**config.mk**
```make
export PLATFORM = sky130hd
export DESIGN_NAME = instr_decode
export DESIGN_NICKNAME = d
export VERILOG_FILES = /design/src/rtl/rv_pkg.sv /design/src/rtl/imm_gen.sv /design/src/rtl/instr_decode.sv
export SDC_FILE = /design/constraint.sdc
export NUM_CORES = 1
export LEC_CHECK = 0
export CORE_MARGIN = 2
export CORE_UTILIZATION = 45
export DETAILED_ROUTE_END_ITERATION = 10
export PLACE_DENSITY = 0.8
export RECOVER_POWER = 25
export SYNTH_ARGS = -nofsm -noshare
export SYNTH_HDL_FRONTEND = slang
export SYNTH_SLANG_ARGS = --single-unit
```
**constraint.sdc**
```tcl
create_clock -name clk -period 2.8 [get_ports clk]
set_input_delay 0.56 -clock clk [delete_from_list [all_inputs] [get_ports clk]]
set_output_delay 0.56 -clock clk [all_outputs]
set_load 0.01 [all_outputs]
```
**src/rtl/rv_pkg.sv**
```systemverilog
// Shared RV32I decode/ALU definitions: opcodes, ALU control encodings, decoded slot payload.
package rv_pkg;

  localparam int unsigned XLEN       = 32;
  localparam int unsigned REG_W      = 5;
  localparam int unsigned ALU_CTRL_W = 10;
  localparam int unsigned ILL_CNT_W  = 8;

  localparam logic [6:0] OPC_OP     = 7'b0110011;
  localparam logic [6:0] OPC_OP_IMM = 7'b0010011;
  localparam logic [6:0] OPC_LUI    = 7'b0110111;
  localparam logic [6:0] OPC_LOAD   = 7'b0000011;
  localparam logic [6:0] OPC_STORE  = 7'b0100011;

  localparam logic [6:0] F7_BASE = 7'b0000000;
  localparam logic [6:0] F7_ALT  = 7'b0100000;

  localparam logic [2:0] F3_ADD = 3'b000;
  localparam logic [2:0] F3_SLL = 3'b001;
  localparam logic [2:0] F3_SR  = 3'b101;

  // ALU control = {funct7, funct3}
  localparam logic [ALU_CTRL_W-1:0] ALU_ADD  = 10'b0000000_000;
  localparam logic [ALU_CTRL_W-1:0] ALU_SUB  = 10'b0100000_000;
  localparam logic [ALU_CTRL_W-1:0] ALU_SLL  = 10'b0000000_001;
  localparam logic [ALU_CTRL_W-1:0] ALU_SLT  = 10'b0000000_010;
  localparam logic [ALU_CTRL_W-1:0] ALU_SLTU = 10'b0000000_011;
  localparam logic [ALU_CTRL_W-1:0] ALU_XOR  = 10'b0000000_100;
  localparam logic [ALU_CTRL_W-1:0] ALU_SRL  = 10'b0000000_101;
  localparam logic [ALU_CTRL_W-1:0] ALU_SRA  = 10'b0100000_101;
  localparam logic [ALU_CTRL_W-1:0] ALU_OR   = 10'b0000000_110;
  localparam logic [ALU_CTRL_W-1:0] ALU_AND  = 10'b0000000_111;

  typedef enum logic [2:0] {
    IMM_NONE = 3'd0,
    IMM_I    = 3'd1,
    IMM_S    = 3'd2,
    IMM_U    = 3'd3,
    IMM_SH   = 3'd4
  } imm_fmt_e;

  typedef enum logic {
    ST_RUN  = 1'b0,
    ST_TRAP = 1'b1
  } state_e;

  typedef struct packed {
    logic [ALU_CTRL_W-1:0] alu_ctrl;
    logic [XLEN-1:0]       imm;
    logic                  imm_en;
    logic [REG_W-1:0]      rs1;
    logic [REG_W-1:0]      rs2;
    logic [REG_W-1:0]      rd;
    logic                  reg_we;
    logic                  mem_rd;
    logic                  mem_wr;
    logic                  illegal;
  } dec_t;

endpackage

```
**src/rtl/imm_gen.sv**
```systemverilog
// Immediate selection and sign extension for the decoder; purely combinational.
module imm_gen
  import rv_pkg::*;
(
  input  logic [XLEN-1:0] instr,
  input  logic [2:0]      fmt,
  output logic [XLEN-1:0] imm
);

  // Opcode bits never contribute to an immediate
  logic unused_opc;
  assign unused_opc = ^instr[6:0];

  // Pick the immediate layout for the instruction format
  always_comb begin
    imm = '0;
    case (imm_fmt_e'(fmt))
      IMM_I:   imm = {{20{instr[31]}}, instr[31:20]};
      IMM_S:   imm = {{20{instr[31]}}, instr[31:25], instr[11:7]};
      IMM_U:   imm = {instr[31:12], 12'b0};
      IMM_SH:  imm = {27'b0, instr[24:20]};
      default: imm = '0;
    endcase
  end

endmodule

```
**src/rtl/instr_decode.sv**
```systemverilog
// RV32I subset decoder with a single registered output slot and RUN/TRAP control.
module instr_decode
  import rv_pkg::*;
(
  input  logic                  clk,
  input  logic                  rst_n,
  input  logic                  in_valid,
  output logic                  in_ready,
  input  logic [XLEN-1:0]       instr,
  input  logic                  flush,
  input  logic                  trap_clr,
  output logic                  out_valid,
  input  logic                  out_ready,
  output logic [ALU_CTRL_W-1:0] alu_ctrl,
  output logic [XLEN-1:0]       imm,
  output logic                  imm_en,
  output logic [REG_W-1:0]      rs1,
  output logic [REG_W-1:0]      rs2,
  output logic [REG_W-1:0]      rd,
  output logic                  reg_we,
  output logic                  mem_rd,
  output logic                  mem_wr,
  output logic                  illegal,
  output logic [ILL_CNT_W-1:0]  illegal_cnt
);

  logic [6:0]       opcode;
  logic [2:0]       funct3;
  logic [6:0]       funct7;
  logic [REG_W-1:0] rs1_f;
  logic [REG_W-1:0] rs2_f;
  logic [REG_W-1:0] rd_f;

  imm_fmt_e         fmt_c;
  logic [XLEN-1:0]  imm_c;
  logic             op_legal_c;
  logic             is_shift_c;
  dec_t             dec_c;
  logic             load_c;

  dec_t             slot_q;
  state_e           state_q;
  state_e           state_d;
  logic [ILL_CNT_W-1:0] cnt_q;

  assign opcode = instr[6:0];
  assign rd_f   = instr[11:7];
  assign funct3 = instr[14:12];
  assign rs1_f  = instr[19:15];
  assign rs2_f  = instr[24:20];
  assign funct7 = instr[31:25];

  assign op_legal_c = (funct7 == F7_BASE) ||
                      ((funct7 == F7_ALT) && ((funct3 == F3_ADD) || (funct3 == F3_SR)));
  assign is_shift_c = (funct3 == F3_SLL) || (funct3 == F3_SR);

  // A new word is taken only when no flush discards it
  assign in_ready = (state_q == ST_RUN) && (!out_valid || out_ready);
  assign load_c   = in_valid && in_ready && !flush;

  // Immediate format from the opcode; shifts carry only shamt
  always_comb begin
    fmt_c = IMM_NONE;
    case (opcode)
      OPC_OP_IMM: fmt_c = is_shift_c ? IMM_SH : IMM_I;
      OPC_LOAD:   fmt_c = IMM_I;
      OPC_STORE:  fmt_c = IMM_S;
      OPC_LUI:    fmt_c = IMM_U;
      default:    fmt_c = IMM_NONE;
    endcase
  end

  imm_gen u_imm_gen (
    .instr (instr),
    .fmt   (fmt_c),
    .imm   (imm_c)
  );

  // Field decode; unused register indices are zeroed, illegal slots carry no enables
  always_comb begin
    dec_c = '0;
    case (opcode)
      OPC_OP: begin
        if (op_legal_c) begin
          dec_c.alu_ctrl = {funct7, funct3};
          dec_c.rs1      = rs1_f;
          dec_c.rs2      = rs2_f;
          dec_c.rd       = rd_f;
          dec_c.reg_we   = 1'b1;
        end else begin
          dec_c.illegal  = 1'b1;
        end
      end
      OPC_OP_IMM: begin
        dec_c.alu_ctrl = {(is_shift_c ? funct7 : F7_BASE), funct3};
        dec_c.imm      = imm_c;
        dec_c.imm_en   = 1'b1;
        dec_c.rs1      = rs1_f;
        dec_c.rd       = rd_f;
        dec_c.reg_we   = 1'b1;
      end
      OPC_LUI: begin
        dec_c.alu_ctrl = ALU_ADD;
        dec_c.imm      = imm_c;
        dec_c.imm_en   = 1'b1;
        dec_c.rd       = rd_f;
        dec_c.reg_we   = 1'b1;
      end
      OPC_LOAD: begin
        dec_c.alu_ctrl = ALU_ADD;
        dec_c.imm      = imm_c;
        dec_c.imm_en   = 1'b1;
        dec_c.rs1      = rs1_f;
        dec_c.rd       = rd_f;
        dec_c.reg_we   = 1'b1;
        dec_c.mem_rd   = 1'b1;
      end
      OPC_STORE: begin
        dec_c.alu_ctrl = ALU_ADD;
        dec_c.imm      = imm_c;
        dec_c.imm_en   = 1'b1;
        dec_c.rs1      = rs1_f;
        dec_c.rs2      = rs2_f;
        dec_c.mem_wr   = 1'b1;
      end
      default: dec_c.illegal = 1'b1;
    endcase
  end

  // Next state: only an accepted illegal word traps; trap_clr leaves TRAP
  always_comb begin
    state_d = state_q;
    case (state_q)
      ST_RUN:  if (load_c && dec_c.illegal) state_d = ST_TRAP;
      ST_TRAP: if (trap_clr)                state_d = ST_RUN;
      default: state_d = ST_RUN;
    endcase
  end

  // State register
  always_ff @(posedge clk or negedge rst_n) begin
    if (!rst_n) state_q <= ST_RUN;
    else        state_q <= state_d;
  end

  // Decode slot: load wins, otherwise flush or consumption empties it; fields hold
  always_ff @(posedge clk or negedge rst_n) begin
    if (!rst_n) begin
      slot_q    <= '0;
      out_valid <= 1'b0;
    end else if (load_c) begin
      slot_q    <= dec_c;
      out_valid <= 1'b1;
    end else if (flush || out_ready) begin
      out_valid <= 1'b0;
    end
  end

  // Saturating count of accepted illegal words
  always_ff @(posedge clk or negedge rst_n) begin
    if (!rst_n)                                          cnt_q <= '0;
    else if (load_c && dec_c.illegal && (cnt_q != '1))   cnt_q <= cnt_q + ILL_CNT_W'(1);
  end

  assign alu_ctrl    = slot_q.alu_ctrl;
  assign imm         = slot_q.imm;
  assign imm_en      = slot_q.imm_en;
  assign rs1         = slot_q.rs1;
  assign rs2         = slot_q.rs2;
  assign rd          = slot_q.rd;
  assign reg_we      = slot_q.reg_we;
  assign mem_rd      = slot_q.mem_rd;
  assign mem_wr      = slot_q.mem_wr;
  assign illegal     = slot_q.illegal;
  assign illegal_cnt = cnt_q;

endmodule

```
# After elaboration in Yosys (flattened, before gate mapping)
# Index checks and enable logic that the tools add are counted.
[totals]
regBits = 72
latch_bits = 0
mem_bits_rw = 0
mem_bits_ro = 0
in_bits = 38
output_inout_bits = 72
elab_cells = 67
mem_count = 0
[op_classes]
add_sub_neg = 1
n_mul = 0
div = 0
n_lt_le_gt_ge = 0
eq_ne = 13
shifts = 0
n_mux = 20
n_bitwise = 1
n_reduce_logical = 19
[ops]
columns = ["cell", "count"]
rows = [
  ["$pmux W32 S4", 1],
  ["$mux W33", 1],
  ["$eq A7 B6 Y1 const B", 4],
  ["$pmux W10 S2", 1],
  ["$pmux W5 S2", 2],
  ["$mux W16", 1],
  ["$pmux W3 S4", 1],
  ["$pmux W6 S2", 1],
  ["$mux W10", 1],
  ["$add A8 B1 Y8 const B", 1],
  ["$ne A8 B8 Y1 const B", 1],
  ["$eq A7 B2 Y1 const B", 1],
  ["$eq A7 B5 Y1 const B", 1],
  ["$logic_not A7 Y1", 1],
  ["$mux W1", 7],
  ["$mux W7", 1],
  ["$eq A3 B1 Y1 const B", 2],
  ["$eq A3 B2 Y1 const B", 2],
  ["$eq A3 B3 Y1 const B", 2],
  ["$logic_and A1 B1 Y1", 6],
  ["$reduce_or A3 Y1", 2],
  ["$logic_or A1 B1 Y1", 5],
  ["$pmux W1 S2", 2],
  ["$reduce_or A4 Y1", 1],
  ["other kinds (5)", 6],
]

# Depth between registers and ports, before layout
# Gate-level depths: netlist of the first run.
[logic_depth]
ltp_word = 9
ltp_mapped = 7
depth_no_buf = 5

# Cells and area by module
# A second synthesis of the first run with hierarchy kept.
[hier_totals]
cells_unflattened = 305
hier_area_um2 = 3507.1
[modules_own_cells]
columns = ["module", "instances", "cells_per_inst", "area_per_inst_um2", "seq_area_each_um2"]
rows = [
  ["instr_decode", 1, 237, 2932.8, 1801.7],
  ["imm_gen", 1, 68, 574.3, 0.0],
]

# Worst setup path before layout of the first run
# No wires, ideal clock.
[synth_timing]
kind = "input -> register"
from = "in instr[25]"
to = "reg cnt_q[1], in the netlist illegal_cnt[1]"
setup_ps = 125
arrival_ps = 1940
required_ps = 2675
slack_ps = 734
path_stages = 5
path_buffers = 0
cell_sequence = "or4_4 > nor3_4 > nand4_4 > and2_4 > mux2_4"
[synth_between]
elab_chain_cells = 7
elab_cells_between_ends = 8
[synth_lines]
columns = ["element", "line_no", "source"]
rows = [
  ["start, declared", "instr_decode.sv:9", "input logic [XLEN-1:0] instr,"],
  ["$eq A7 B6 Y1", "instr_decode.sv:54", "((funct7 == F7_ALT) && ((funct3 == F3_ADD) || (funct3 == F3_SR)));"],
  ["$logic_and A1 B1 Y1", "instr_decode.sv:54", ""],
  ["$logic_or A1 B1 Y1 (*)", "instr_decode.sv:53", "assign op_legal_c = (funct7 == F7_BASE) ||"],
  ["$mux W1 (*)", "instr_decode.sv:84", "if (op_legal_c) begin"],
  ["$pmux W1 S2 (*)", "instr_decode.sv:82", "case (opcode)"],
  ["$logic_and A1 B1 Y1 (*) (2 in series)", "instr_decode.sv:162", "else if (load_c && dec_c.illegal && (cnt_q != '1)) cnt_q <= cnt_q + ILL_CNT_W'(1);"],
  ["end signal, assigned", "instr_decode.sv:162", ""],
  ["end, declared", "instr_decode.sv:44", "logic [ILL_CNT_W-1:0] cnt_q;"],
]
# Every way passes the cells marked *; elsewhere a longest branch is shown, timed or not.
# A chain may end at the register's enable or synchronous reset.

# Worst setup path in the final report of the first run
[layout_timing]
from = "in out_ready"
to = "out in_ready"
[layout_between]
elab_chain_cells = 2
[layout_lines]
columns = ["element", "line_no", "source"]
rows = [
  ["start, declared", "instr_decode.sv:13", "input logic out_ready,"],
  ["$logic_or A1 B1 Y1", "instr_decode.sv:58", "assign in_ready = (state_q == ST_RUN) && (!out_valid || out_ready);"],
  ["$logic_and A1 B1 Y1", "instr_decode.sv:58", ""],
  ["end, declared", "instr_decode.sv:8", "output logic in_ready,"],
]
# Every way passes these cells.

==> metrics.txt, run 1 <==
status finished with violations; violated checks max-capacitance violations, max-slew violations; CTS root buf clkbuf_8; Die Width 87.2 um; drt total wl 8120 um; final hold violations 0; worst-margin pin slew 1710 ps; HPWL after DPL 5840 um; post-CTS sizing 0; Worst Hold Path EP imm[13]$_DFFE_PN0P_; Synth Instances 295; register area share after synthesis 57.9%; clock sink total 72; Initial Utilization 46.1%; # IOs 110; First DRT Iteration DRCs 162; VDD IR-drop max 0.000372 V; Int Pwr 1.70 mW; Area contributors post-synth dfrtp_1 (58%), a22o_1 (7.6%), nand2_1 (5.8%); Synth Flop Type dfrtp_1; CTS clk-pin slew, worst paths 70 ps; routed len/inst 16.5 um; Max-slew headroom -14.2%; Comb pwr share 19.3%; Syn Std Cell Area 0.00311 mm2; top cells by count, synth dfrtp_1 (72), nand2_1 (48), a22o_1 (27), o21ai_1 (26), a21oi_1 (22); unrepaired setup endpoints after global routing no; Post-CTS Setup Repair Bufs 0; Nets 446; Mapped Nets 334; die area 0.00760 mm2; Max Cap Viol 1; Core Region 0.00676 mm2; area fraction of the dominant cell type after synthesis 57.9%; sw power 643 uW; clock power share 30.1%; worst skew pair latency 350 ps; Num CTS Buffers 9; Tcrit/Tclk final 84.3%; Ant. Diodes 0; Critical Path RT 2240 ps; Sum Neg Setup Slack 0 ps; remaining antenna violation count 0; DRC 0; switching share of power 27.5%; largest net degree at the start of global routing 73; most common cell in the netlist dfrtp_1; Pwr Total 2.34 mW; crit path time final 2360 ps; hold_sp imm[13]$_DFFE_PN0P_; CP Launch Type input port; peak fanout along the critical path 4; Seq pwr share 50.6%; Seq cells post-synth 72; worst hold path depth 2; ys async rst share 100%; Core Util, Final 66.5%; Vias 2713; cell type with the largest total area after synthesis dfrtp_1; num rows 30; area grow syn2layout 44.3%; Critical Path AT 1800 ps; vias per inst 5.51; Netlist cell types 41; Hold-fix buffers, CTS 0; pwr dens 521 mW/mm2; Post-Place Cells 476; final slew viol count 73; htree depth 3; reg-to-reg startpoint out_valid$_DFFE_PN0P_; R2R Setup Slk 880 ps; worst flop-to-flop path endpoint imm[26]$_DFFE_PN0P_; Max Buffers Root-to-Sink 2; Worst R2R Path Depth 6; CP Capture Type primary output; IO buf count 109; Die Y 87.2 um; TritonCTS clock tree yes; Max Clk Rate 424 MHz; GRT Total Usage 22.7%; initial antenna violation count 0; grt ovf 0; # setup viols final 0; global-route wire length before repair 13200 um; skew final 4.09 ps; Finished Layout Cells 492; CP Class in -> out; leakage 1.89 nW; Synth Area per Inst 10.6 um2; type of the worst min-delay path reg -> reg; number of global-route vias before repair 2694; RePlAce Congestion 0.843; layout cells sized above 1 9.22%; Pre-antenna DRT Iters 4; Yosys warnings 0; Post-synth EDFFs 0
[flip-flops by register name, indices dropped and copies added (netlist names)]
| register | cells |
|---|---|
| rs2 | 5 |
| imm_en | 1 |
| illegal | 1 |
| alu_ctrl | 10 |
| out_valid | 1 |
| imm | 32 |
| mem_rd | 1 |
| illegal_cnt | 8 |
| state_q | 1 |
| reg_we | 1 |
| mem_wr | 1 |
| rs1 | 5 |
| rd | 5 |
[final cells by class]
type	count	area [um2]
tap	80	100
clock buffer	12	145
inverter	3	11.3
sequential	72	1800
multi-input combinational	200	1220
clock inverter	4	20.0
timing repair buffer	121	1190
fill	538	2270
[cell families (layout without fill, tap and decap cells)]
kind of cell | Yosys count | count (layout) | synth area share (%)
multiplexers | 2 | 2 | 0.844
AND/OR/NAND/NOR | 98 | 98 | 16.2
flip-flops | 72 | 72 | 57.9
AO/OA/AOI/OAI | 92 | 92 | 19.6
adder cells (fa/ha/maj) | 1 | 1 | 0.402
XOR/XNOR | 7 | 7 | 1.97
buffers and inverters | 23 | 140 | 3.13
[worst max-delay path, cell delays in order]
cell,delay [ps]
clkdlybuf4s50_1,500
nor2b_4,60
nor2_1,110
clkdlybuf4s50_1,570
[layout by cell type, fill, tap and decap left out, types with 2 or more instances in the layout]
cell type and n:
nor3_4 2, clkinv_2 4, xnor2_1 5, nor3_1 2
nor2_1 17, xor2_1 2, a22o_1 27, inv_1 3
o21ai_1 26, and3_1 2, a221oi_1 5, dfrtp_1 72
a21o_1 2, nand2_1 48, clkdlybuf4s50_1 108, o21ai_0 5
nand4_1 3, clkbuf_1 2, buf_4 11, nand3_1 10
a21oi_1 22, clkbuf_8 10
[metal layers]
metal | vias up | global-route usage, % | part of all wire (%)
met5 | - | 0 | 0
met4 | 0 | 10.6 | 2.3
met3 | 14 | 6.16 | 7.0
met2 | 101 | 35.2 | 47
met1 | 1320 | 29.7 | 43
li1 | 1278 | - | -
[per-stage QoR]
step | area, um2 | hold WS (ps) | setup WS (ps)
final | 4490 | 487 | 439
after global routing | 4490 | 510 | 393
after CTS | 4490 | 360 | 446
after detailed placement | 4330 | 460 | 163
after global placement | 4330 | 450 | 209
after floorplan | 3110 | 264 | 734
[worst max-delay path by stage]
stage | slack (ps) | endpoint | depth (start not counted) | from
finish | 440 | in_ready | 4 | out_ready
detailed placement | 160 | rs1[2]$_DFFE_PN0P_ | 6 | instr[25]
floorplan | 730 | illegal_cnt[1]$_DFFE_PN0P_ | 5 | instr[25]
CTS | 450 | in_ready | 4 | out_ready
global placement | 210 | rs1[0]$_DFFE_PN0P_ | 6 | instr[25]
global route | 390 | rs1[2]$_DFFE_PN0P_ | 6 | instr[28]
[power groups by stage]
| stage | Clock (mW) | Sequential (mW) | Combinational (mW) |
|---|---|---|---|
| 2_1_floorplan | 0 | 1.22 | 0.152 |
| 3_3_place_gp | 0 | 1.20 | 0.447 |
| 3_5_place_dp | 0 | 1.20 | 0.456 |
| 4_1_cts | 0.717 | 1.18 | 0.457 |
| 5_1_grt | 0.769 | 1.19 | 0.491 |
| 6_report | 0.705 | 1.18 | 0.451 |
(Power assumes the default switching activity.)
==> run 2, diff against run 1 <==
==> constraint.sdc (replaced) <==
create_clock -name clk -period 2.4 [get_ports clk]
set_input_delay 0.48 -clock clk [delete_from_list [all_inputs] [get_ports clk]]
set_output_delay 0.48 -clock clk [all_outputs]
set_load 0.01 [all_outputs]
==> run 2 against run 1 <==
The flow still finishes with violations (max-capacitance violations, max-slew violations). Clock power up 22%. Sequential cell count unchanged. Hold slack worse by 2.1 ps. Clock-buffer cell count up 2. First-iteration DRC count down 46%. Sequential power up 17%. Critical path depth up 3. Sequential share of layout area down 0.85 points. Design area up 2.2%.
==> metrics.txt, run 2 (synthesis gave the netlist of run 1 again) <==
violated checks max-capacitance violations, max-slew violations; crit path time final 2170 ps; Max Cap Viol 1 (unchanged); vias per inst 5.47 (-0.73%); TritonCTS clock tree yes; Initial Utilization 46.1% (unchanged); htree depth 3 (unchanged); RePlAce Congestion 0.885 (+5.0%); reg-to-reg startpoint out_valid$_DFFE_PN0P_; leakage 1.95 nW (+3.1%); DRC 0 (unchanged); worst skew pair latency 330 ps (-20 ps); final slew viol count 73 (unchanged); routed len/inst 16.3 um (-1.3%); HPWL after DPL 5950 um (+1.8%); Sum Neg Setup Slack 0 ps (unchanged); peak fanout along the critical path 6 (+2); type of the worst min-delay path reg -> reg; # setup viols final 0 (unchanged); Post-Place Cells 488 (+2.5%); max reg flops 32 (unchanged); Max Clk Rate 461 MHz; Critical Path AT 2420 ps (+620 ps); Num CTS Buffers 9 (unchanged); grt ovf 0 (unchanged); CP Capture Type flip-flop; Die Y 87.2 um (unchanged); clock sink total 72 (unchanged); CTS root buf clkbuf_8; Fill cells 531 (-1.3%); GRT Total Usage 23.0% (+0.31 points); num rows 30 (unchanged); Nets 458 (+2.7%); unrepaired setup endpoints after global routing no; CTS clk-pin slew, worst paths 70 ps (about the same); Tcrit/Tclk final 90.3%; First DRT Iteration DRCs 87 (-46%); pwr dens 608 mW/mm2 (+17%); commonest cells after routing, fill and taps aside clkdlybuf4s50_1 (108), dfrtp_1 (72), nand2_1 (48), a22o_1 (27), o21ai_1 (26); Hold-fix buffers, CTS 0 (unchanged); Pre-antenna DRT Iters 4 (unchanged); Vias 2748 (+1.3%); Die Width 87.2 um (unchanged); Max-slew headroom -13.7% (+0.47 points); Ant. Diodes 0 (unchanged); Core Region 0.00676 mm2 (unchanged); initial antenna violation count 0 (unchanged); CP Launch Type input port; # IOs 110 (unchanged); CP Class in -> reg; number of global-route vias before repair 2775 (+3.0%); Pwr Total 2.79 mW (+19%); layout cells sized above 1 11.4% (+2.2 points); remaining antenna violation count 0 (unchanged); status finished with violations; commonest non-fill, non-tap cell in the layout clkdlybuf4s50_1; VDD IR-drop max 0.000423 V (+14%); skew final 5.71 ps (+1.62 ps); die area 0.00760 mm2 (unchanged); hold_sp mem_wr$_DFFE_PN0P_; start point of the critical path instr[25]; final hold violations 0 (unchanged); post-CTS sizing 0 (unchanged); area grow syn2layout 47.4%; Max Buffers Root-to-Sink 2 (unchanged); Critical Path RT 2650 ps (+410 ps); worst-margin pin slew 1710 ps (-7.03 ps); IO buf count 109 (unchanged); global-route wire length before repair 13500 um (+2.3%); largest net degree at the start of global routing 73 (unchanged); drt total wl 8180 um (+0.73%); Post-CTS Setup Repair Bufs 0 (unchanged); Finished Layout Cells 502 (+2.0%)
-- run 2: cell types whose count changed in the layout (fill, tap and decap cells not counted), sizes merged --
cell and delta:
clkbuf +2, buf +12, clkinv -4
-- run 2: worst paths after layout --
path / slack (ps) / to / cells past startpoint
max: 230 / rd[3]$_DFFE_PN0P_ / 7
max in group asynchronous: 790 / imm[15]$_DFFE_PN0P_ / 1
min reg2reg: 490 / mem_wr$_DFFE_PN0P_ / 2
min in group asynchronous: 590 / rd[4]$_DFFE_PN0P_ / 1
max reg2reg: 610 / alu_ctrl[4]$_DFFE_PN0P_ / 6
min: 490 / mem_wr$_DFFE_PN0P_ / 2
-- run 2: cell type report --
cell class              count  area, um2  share of cell area [%]
well taps                  80        100                    2.18
flip-flops and latches     72       1800                    39.3
repair buffers            133       1280                    27.9
inverters                   3       11.3                   0.245
clock buffers              14        173                    3.76
multi-input cells         200       1220                    26.7
-- run 2: worst max-delay path: stages --
cell	delay, ps
clkdlybuf4s50_1	430
or4_4	560
nor3_4	250
buf_4	170
and2_1	110
a32oi_1	220
o21ai_1	210
-- run 2: stage by stage --
| stage | hold WS [ps] | util (%) | worst slack (ps) | area, um2 |
|---|---|---|---|---|
| finish | 485 | 67.9 | 232 | 4590 |
| global route | 514 | 67.9 | 97.7 | 4590 |
| CTS | 300 | 67.9 | 230 | 4590 |
| detailed placement | 462 | 65.4 | -106 | 4420 |
| global placement | 455 | 65.4 | -64.0 | 4420 |
| floorplan | 184 | - | 414 | 3110 |
-- run 2: where the power goes --
part	switching [mW]	internal (mW)	total, mW	leakage, nW
Sequential	0.0872	1.30	1.38	0.981
Combinational	0.249	0.299	0.548	0.883
Clock	0.407	0.451	0.857	0.0886
Total	0.742	2.05	2.79	1.95
-- run 2: metal layers --
metal,up-vias,wire length [um],GRT usage [%]
li1,1298,-,-
met1,1344,3550,31.4
met2,94,3910,35.5
met3,12,576,6.54
met4,0,132,7.97
met5,-,0,0
==> run 3, diff against run 2 <==
--- a/config.mk
+++ b/config.mk
@@ -5,6 +5,7 @@
 export SDC_FILE = /design/constraint.sdc
 export NUM_CORES = 1
 export LEC_CHECK = 0
+export CAP_MARGIN = 40
 export CORE_MARGIN = 2
 export CORE_UTILIZATION = 45
 export DETAILED_ROUTE_END_ITERATION = 10
==> run 3 against run 2 <==
Highest routed layer unchanged. Critical path type unchanged. Sequential power about the same. Worst setup slack lost 13 ps. Die area is the same. Sequential cell count did not move. Global-route usage grew 0.24 points. Clock skew decreased by 0.53 ps. Largest power group unchanged. Non-clock buffer count increased by 1. First-iteration DRC count rose by 3.4%. The flow still finishes with violations (max-capacitance violations, max-slew violations).
==> metrics.txt, run 3 (synthesis gave the netlist of run 1 again) <==
Critical Path RT 2670 ps (+20 ps); status finished with violations; DRC 0 (unchanged); crit path time final 2180 ps (+12.8 ps); CP Launch Type input port; type of the worst min-delay path reg -> reg; peak fanout along the critical path 5 (-1); Core Region 0.00676 mm2 (unchanged); worst flop-to-flop path endpoint imm[29]$_DFFE_PN0P_; Fill cells 513 (-3.4%); final hold violations 0 (unchanged); Post-Place Cells 489 (+0.20%); Ant. Diodes 0 (unchanged); area used by multi-input combinational logic 0.00122 mm2 (unchanged); num rows 30 (unchanged); Finished Layout Cells 505 (+0.60%); Setup crit end rs1[0]$_DFFE_PN0P_; CP Capture Type flip-flop; Critical Path AT 2450 ps (+30 ps); initial antenna violation count 0 (unchanged); Sum Neg Setup Slack 0 ps (unchanged); Tcrit/Tclk final 90.9% (+0.53 points); violated checks max-capacitance violations, max-slew violations; skew final 5.18 ps (-0.531 ps); Worst R2R Path Depth 6 (unchanged); number of global-route vias before repair 2795 (+0.72%); worst-margin pin slew 1680 ps (-21.3 ps); # setup viols final 0 (unchanged); Post-DP Area 0.00444 mm2 (+0.45%); largest net degree at the start of global routing 51 (-30%); Post-CTS Setup Repair Bufs 0 (unchanged); grt ovf 0 (unchanged); CP Class in -> reg; Max-slew headroom -12.3% (+1.4 points); R2R Setup Slk 610 ps (about the same); Final Instance Area 0.00469 mm2 (+2.2%); routed len/inst 16.4 um (+0.77%); drt total wl 8290 um (+1.4%); Vias 2770 (+0.80%); layout cells sized above 1 12.2% (+0.86 points); Hold-fix buffers, CTS 0 (unchanged); # IOs 110 (unchanged); clock sink total 72 (unchanged); Max Cap Viol 1 (unchanged); pwr dens 667 mW/mm2 (+9.8%); htree depth 3 (unchanged); leakage 2.00 nW (+2.2%); Num CTS Buffers 9 (unchanged); commonest cells after routing, fill and taps aside clkdlybuf4s50_1 (108), dfrtp_1 (72), nand2_1 (48), a22o_1 (27), o21ai_1 (26); VDD IR-drop max 0.000475 V (+12%); area grow syn2layout 50.6%; First DRT Iteration DRCs 90 (+3.4%); global-route wire length before repair 13700 um (+1.3%); slowest stage cell, crit path or4_4; CTS clk-pin slew, worst paths 80 ps (about the same); register area 0.00180 mm2 (unchanged); die area 0.00760 mm2 (unchanged); Pre-antenna DRT Iters 4 (unchanged); Core Util, Final 69.4% (+1.5 points); Initial Utilization 46.1% (unchanged); Die Y 87.2 um (unchanged); commonest non-fill, non-tap cell in the layout clkdlybuf4s50_1; setup slack at placement -108 ps (-1.34 ps); post-CTS sizing 0 (unchanged); worst skew pair latency 330 ps (about the same); GRT Total Usage 23.2% (+0.24 points); remaining antenna violation count 0 (unchanged); Max Buffers Root-to-Sink 2 (unchanged); TritonCTS clock tree yes; max reg flops 32 (unchanged); HPWL after DPL 6070 um (+2.0%); IO buf count 109 (unchanged); Pwr Total 3.13 mW (+12%); slowest stage delay, CP 560 ps (about the same); Die Width 87.2 um (unchanged); vias per inst 5.49 (+0.20%); start point of the critical path instr[25]; reg-to-reg startpoint out_valid$_DFFE_PN0P_; CTS root buf clkbuf_8; Nets 459 (+0.22%); crit path cell chain clkdlybuf4s50_1 > or4_4 > nor3_4 > nand2_1 > a31oi_2 > a22o_1; Final Worst Setup Slack 219 ps (-12.8 ps); Hold WS 491 ps (+5.87 ps); unrepaired setup endpoints after global routing no; RePlAce Congestion 0.885 (unchanged); final slew viol count 32 (-56%); Max Clk Rate 458 MHz (-0.59%)
==> run 3: cell type report <==
class,count,share of cell area (%)
repair buffers,134,27.7
well taps,80,2.14
multi-input cells,200,26.1
inverters,3,0.240
flip-flops and latches,72,38.4
clock buffers,11,3.23
clock inverters,5,2.19
==> run 3: worst min path at each step <==
stage,start,to,slack (ps),cells past startpoint
after floorplan,rst_n,alu_ctrl[0]$_DFFE_PN0P_,180,0
after global placement,imm[31]$_DFFE_PN0P_,imm[31]$_DFFE_PN0P_,450,2
after detailed placement,rst_n,rd[3]$_DFFE_PN0P_,440,1
after CTS,rst_n,rd[3]$_DFFE_PN0P_,80,1
after global routing,imm[17]$_DFFE_PN0P_,imm[17]$_DFFE_PN0P_,520,2
final,imm[14]$_DFFE_PN0P_,imm[14]$_DFFE_PN0P_,490,2
==> run 3: where the power goes <==
part           switching, mW  internal, mW  total, mW  leakage, nW
sequential            0.0860          1.30       1.38        0.981
combinational          0.249         0.302      0.551        0.889
clock                  0.450         0.746       1.20        0.126
total                  0.785          2.34       3.13         2.00
==> run 3: critical path, delay by kind of cell <==
| kind | cells | cell delay (ps) |
|---|---|---|
| AOI/OAI and AO/OA | 2 | 580 |
| buffers and inverters | 1 | 420 |
| and+or+nand+nor | 3 | 970 |
==> run 3: metal layers <==
| layer | track usage (%) | share of wire, % | vias to the layer above |
|---|---|---|---|
| met5 | 0 | 0 | - |
| met4 | 7.55 | 1.3 | 0 |
| met3 | 6.73 | 6.7 | 9 |
| met2 | 37.3 | 49 | 92 |
| li1 | - | - | 1305 |
| met1 | 30.6 | 43 | 1364 |
==> patch, RTL diff (settings of run 2) <==
Put one more register stage on the output `illegal_cnt`, cleared by the reset. The value now appears one clock later. The other outputs are not delayed to match.
--- a/src/rtl/instr_decode.sv
+++ b/src/rtl/instr_decode.sv
@@ -174,3 +174,9 @@
   assign illegal     = slot_q.illegal;
-  assign illegal_cnt = cnt_q;
+  always_ff @(posedge clk or negedge rst_n) begin
+    if (!rst_n) begin
+      illegal_cnt <= '0;
+    end else begin
+      illegal_cnt <= cnt_q;
+    end
+  end
 
Check against the original RTL: not equivalent (a bounded check fails within 4 cycles, from zero or initial values and one cycle with rst_n low).
==> patch against run 2 <==
The flow still finishes with violations (max-capacitance violations, max-slew violations); wire length is 4.9% higher; global-route usage is 0.98 points lower; worst hold slack worse by 49 ps; power is 15% higher; count of clock-buffer cells in the layout is 5 lower; worst setup slack worse by 150 ps; sequential cell count is 8 higher; first-iteration DRC count is 83% higher; final area is 7.9% higher; synthesized area is 6.3% higher; critical endpoint is now alu_ctrl[9]$_DFFE_PN0P_; largest power group unchanged.
==> patch: results (changes against run 2) <==
Met2 Use GR: 34.3% (-1.2 points)
Met3 Use GR: 3.94% (-2.6 points)
Pin count of the biggest net entering global routing: 50 (-32%)
Worst Skew: 7.86 ps (+2.16 ps)
Met2 wire len: 4100 um (+4.7%)
Synth area leaders: dfrtp_1 61%, a22o_1 6.9%, a221o_2 5.8%, nand2_1 3.6%, o21ai_0 2.9%
Max transition margin: -16.7% (-3.0 points)
Seq pwr: 1540 uW (+12%)
Synth Instances: 263 (-11%)
Total track usage: 22.0% (-0.98 points)
Failing checks: max-capacitance violations, max-slew violations
Detailed Place HPWL: 6310 um (+6.2%)
WHS Endpoint: illegal_cnt[7]$_DFF_PN0_
Register Area: 2000 um^2 (+11%)
Synth top cells by count: 80 x dfrtp_1, 32 x nand2_1, 26 x a22o_1
Syn_nets: 302 (-9.6%)
DRT Wirelength: 8570 um (+4.9%)
Peak VDD IR: 0.355 mV (-16%)
Max incr delay on CP: 540 ps (-20 ps)
Seq/Total Area, Yosys: 60.5% (+2.6 points)
Status: finished, violations left
GR Layer Usage met1: 30.5% (-0.90 points)
Area of the mapped netlist: 3310 um^2 (+6.3%)
#MultiIn Comb: 165 (-18%)
Fraction of layout cells with a size suffix above 1: 20.8% (+9.4 points)
Vias: 2,701 (-1.7%)
Internal: 2340 uW (+15%)
Critical R2R Capture: imm[29]$_DFFE_PN0P_
Leak pwr: 0.00219 uW (+12%)
Non-clock buffer share: 27.6% (-0.23 points)
Start point of the worst hold path: cnt_q[7]$_DFFE_PN0P_
Global-route wire length before repair: 14,200 um (+5.4%)
Clock Power Share: 36.0% (+5.3 points)
Critical Path AT: 2620 ps (+200 ps)
Number of synthesized register bits: 80 (+11%)
Hold Slack: 437 ps (-48.5 ps)
Routed length on met3: 427 um (-26%)
Placed Instance Area: 4720 um^2 (+6.8%)
Non-CTS buffers: 145 (+9.0%)
Fin. max-slew vios: 32 (-56%)
Clock buf/inv share: 4.70% (+0.94 points)
Sequential cell area share: 40.5% (+1.2 points)
Multi-input logic area: 1210 um^2 (-1.0%)
Layout filler cell count: 521 (-1.9%)
MaxCap Viol Count: 1 (unchanged)
R2r setup slk: 470 ps (-140 ps)
Placed cells: 492 (+0.82%)
-- patch: cell count changes after synthesis, moves of 4 or more --
| cell | run 2 | this run |
|---|---|---|
| a221oi_1 | 5 | 0 |
| dfrtp_1 | 72 | 80 |
| nor2b_1 | 1 | 6 |
| xor2_1 | 2 | 6 |
| a221o_2 | 0 | 17 |
| nand2_1 | 48 | 32 |
| xnor2_1 | 5 | 1 |
| nor2_1 | 17 | 5 |
| o21ai_0 | 5 | 19 |
| clkbuf_1 | 16 | 10 |
| o21ai_1 | 26 | 0 |
| a21oi_1 | 22 | 9 |
-- patch: cells by family (layout without fill, tap and decap cells) --
kind of cell | Yosys count | after routing | synth area share [%]
adders and majority gates | 1 | 1 | 0.378
muxes | 3 | 3 | 1.02
xor gates and xnor gates | 7 | 7 | 1.85
and+or+nand+nor | 76 | 76 | 13.8
AOI/OAI and AO/OA | 78 | 78 | 19.4
DFF | 80 | 80 | 60.5
buffers and inverters | 18 | 164 | 2.95
-- patch: worst max-delay path by stage --
stage / startpoint / to / slack, ps / cells after the start
3_5_place_dp: instr[28] / alu_ctrl[9]$_DFFE_PN0P_ / -310 / 6
3_3_place_gp: instr[28] / alu_ctrl[8]$_DFFE_PN0P_ / -160 / 6
4_1_cts: instr[28] / alu_ctrl[9]$_DFFE_PN0P_ / 50 / 6
2_1_floorplan: instr[28] / cnt_q[1]$_DFFE_PN0P_ / 390 / 6
5_1_grt: instr[28] / alu_ctrl[9]$_DFFE_PN0P_ / -30 / 6
6_report: instr[28] / alu_ctrl[9]$_DFFE_PN0P_ / 80 / 6
-- patch: worst register-to-register path: stages (launching register included) --
cell     delay [ps]
dfrtp_1         380
nor2b_4         140
or4b_4          530
nor4_4          330
and2_4          330
a221o_2         160
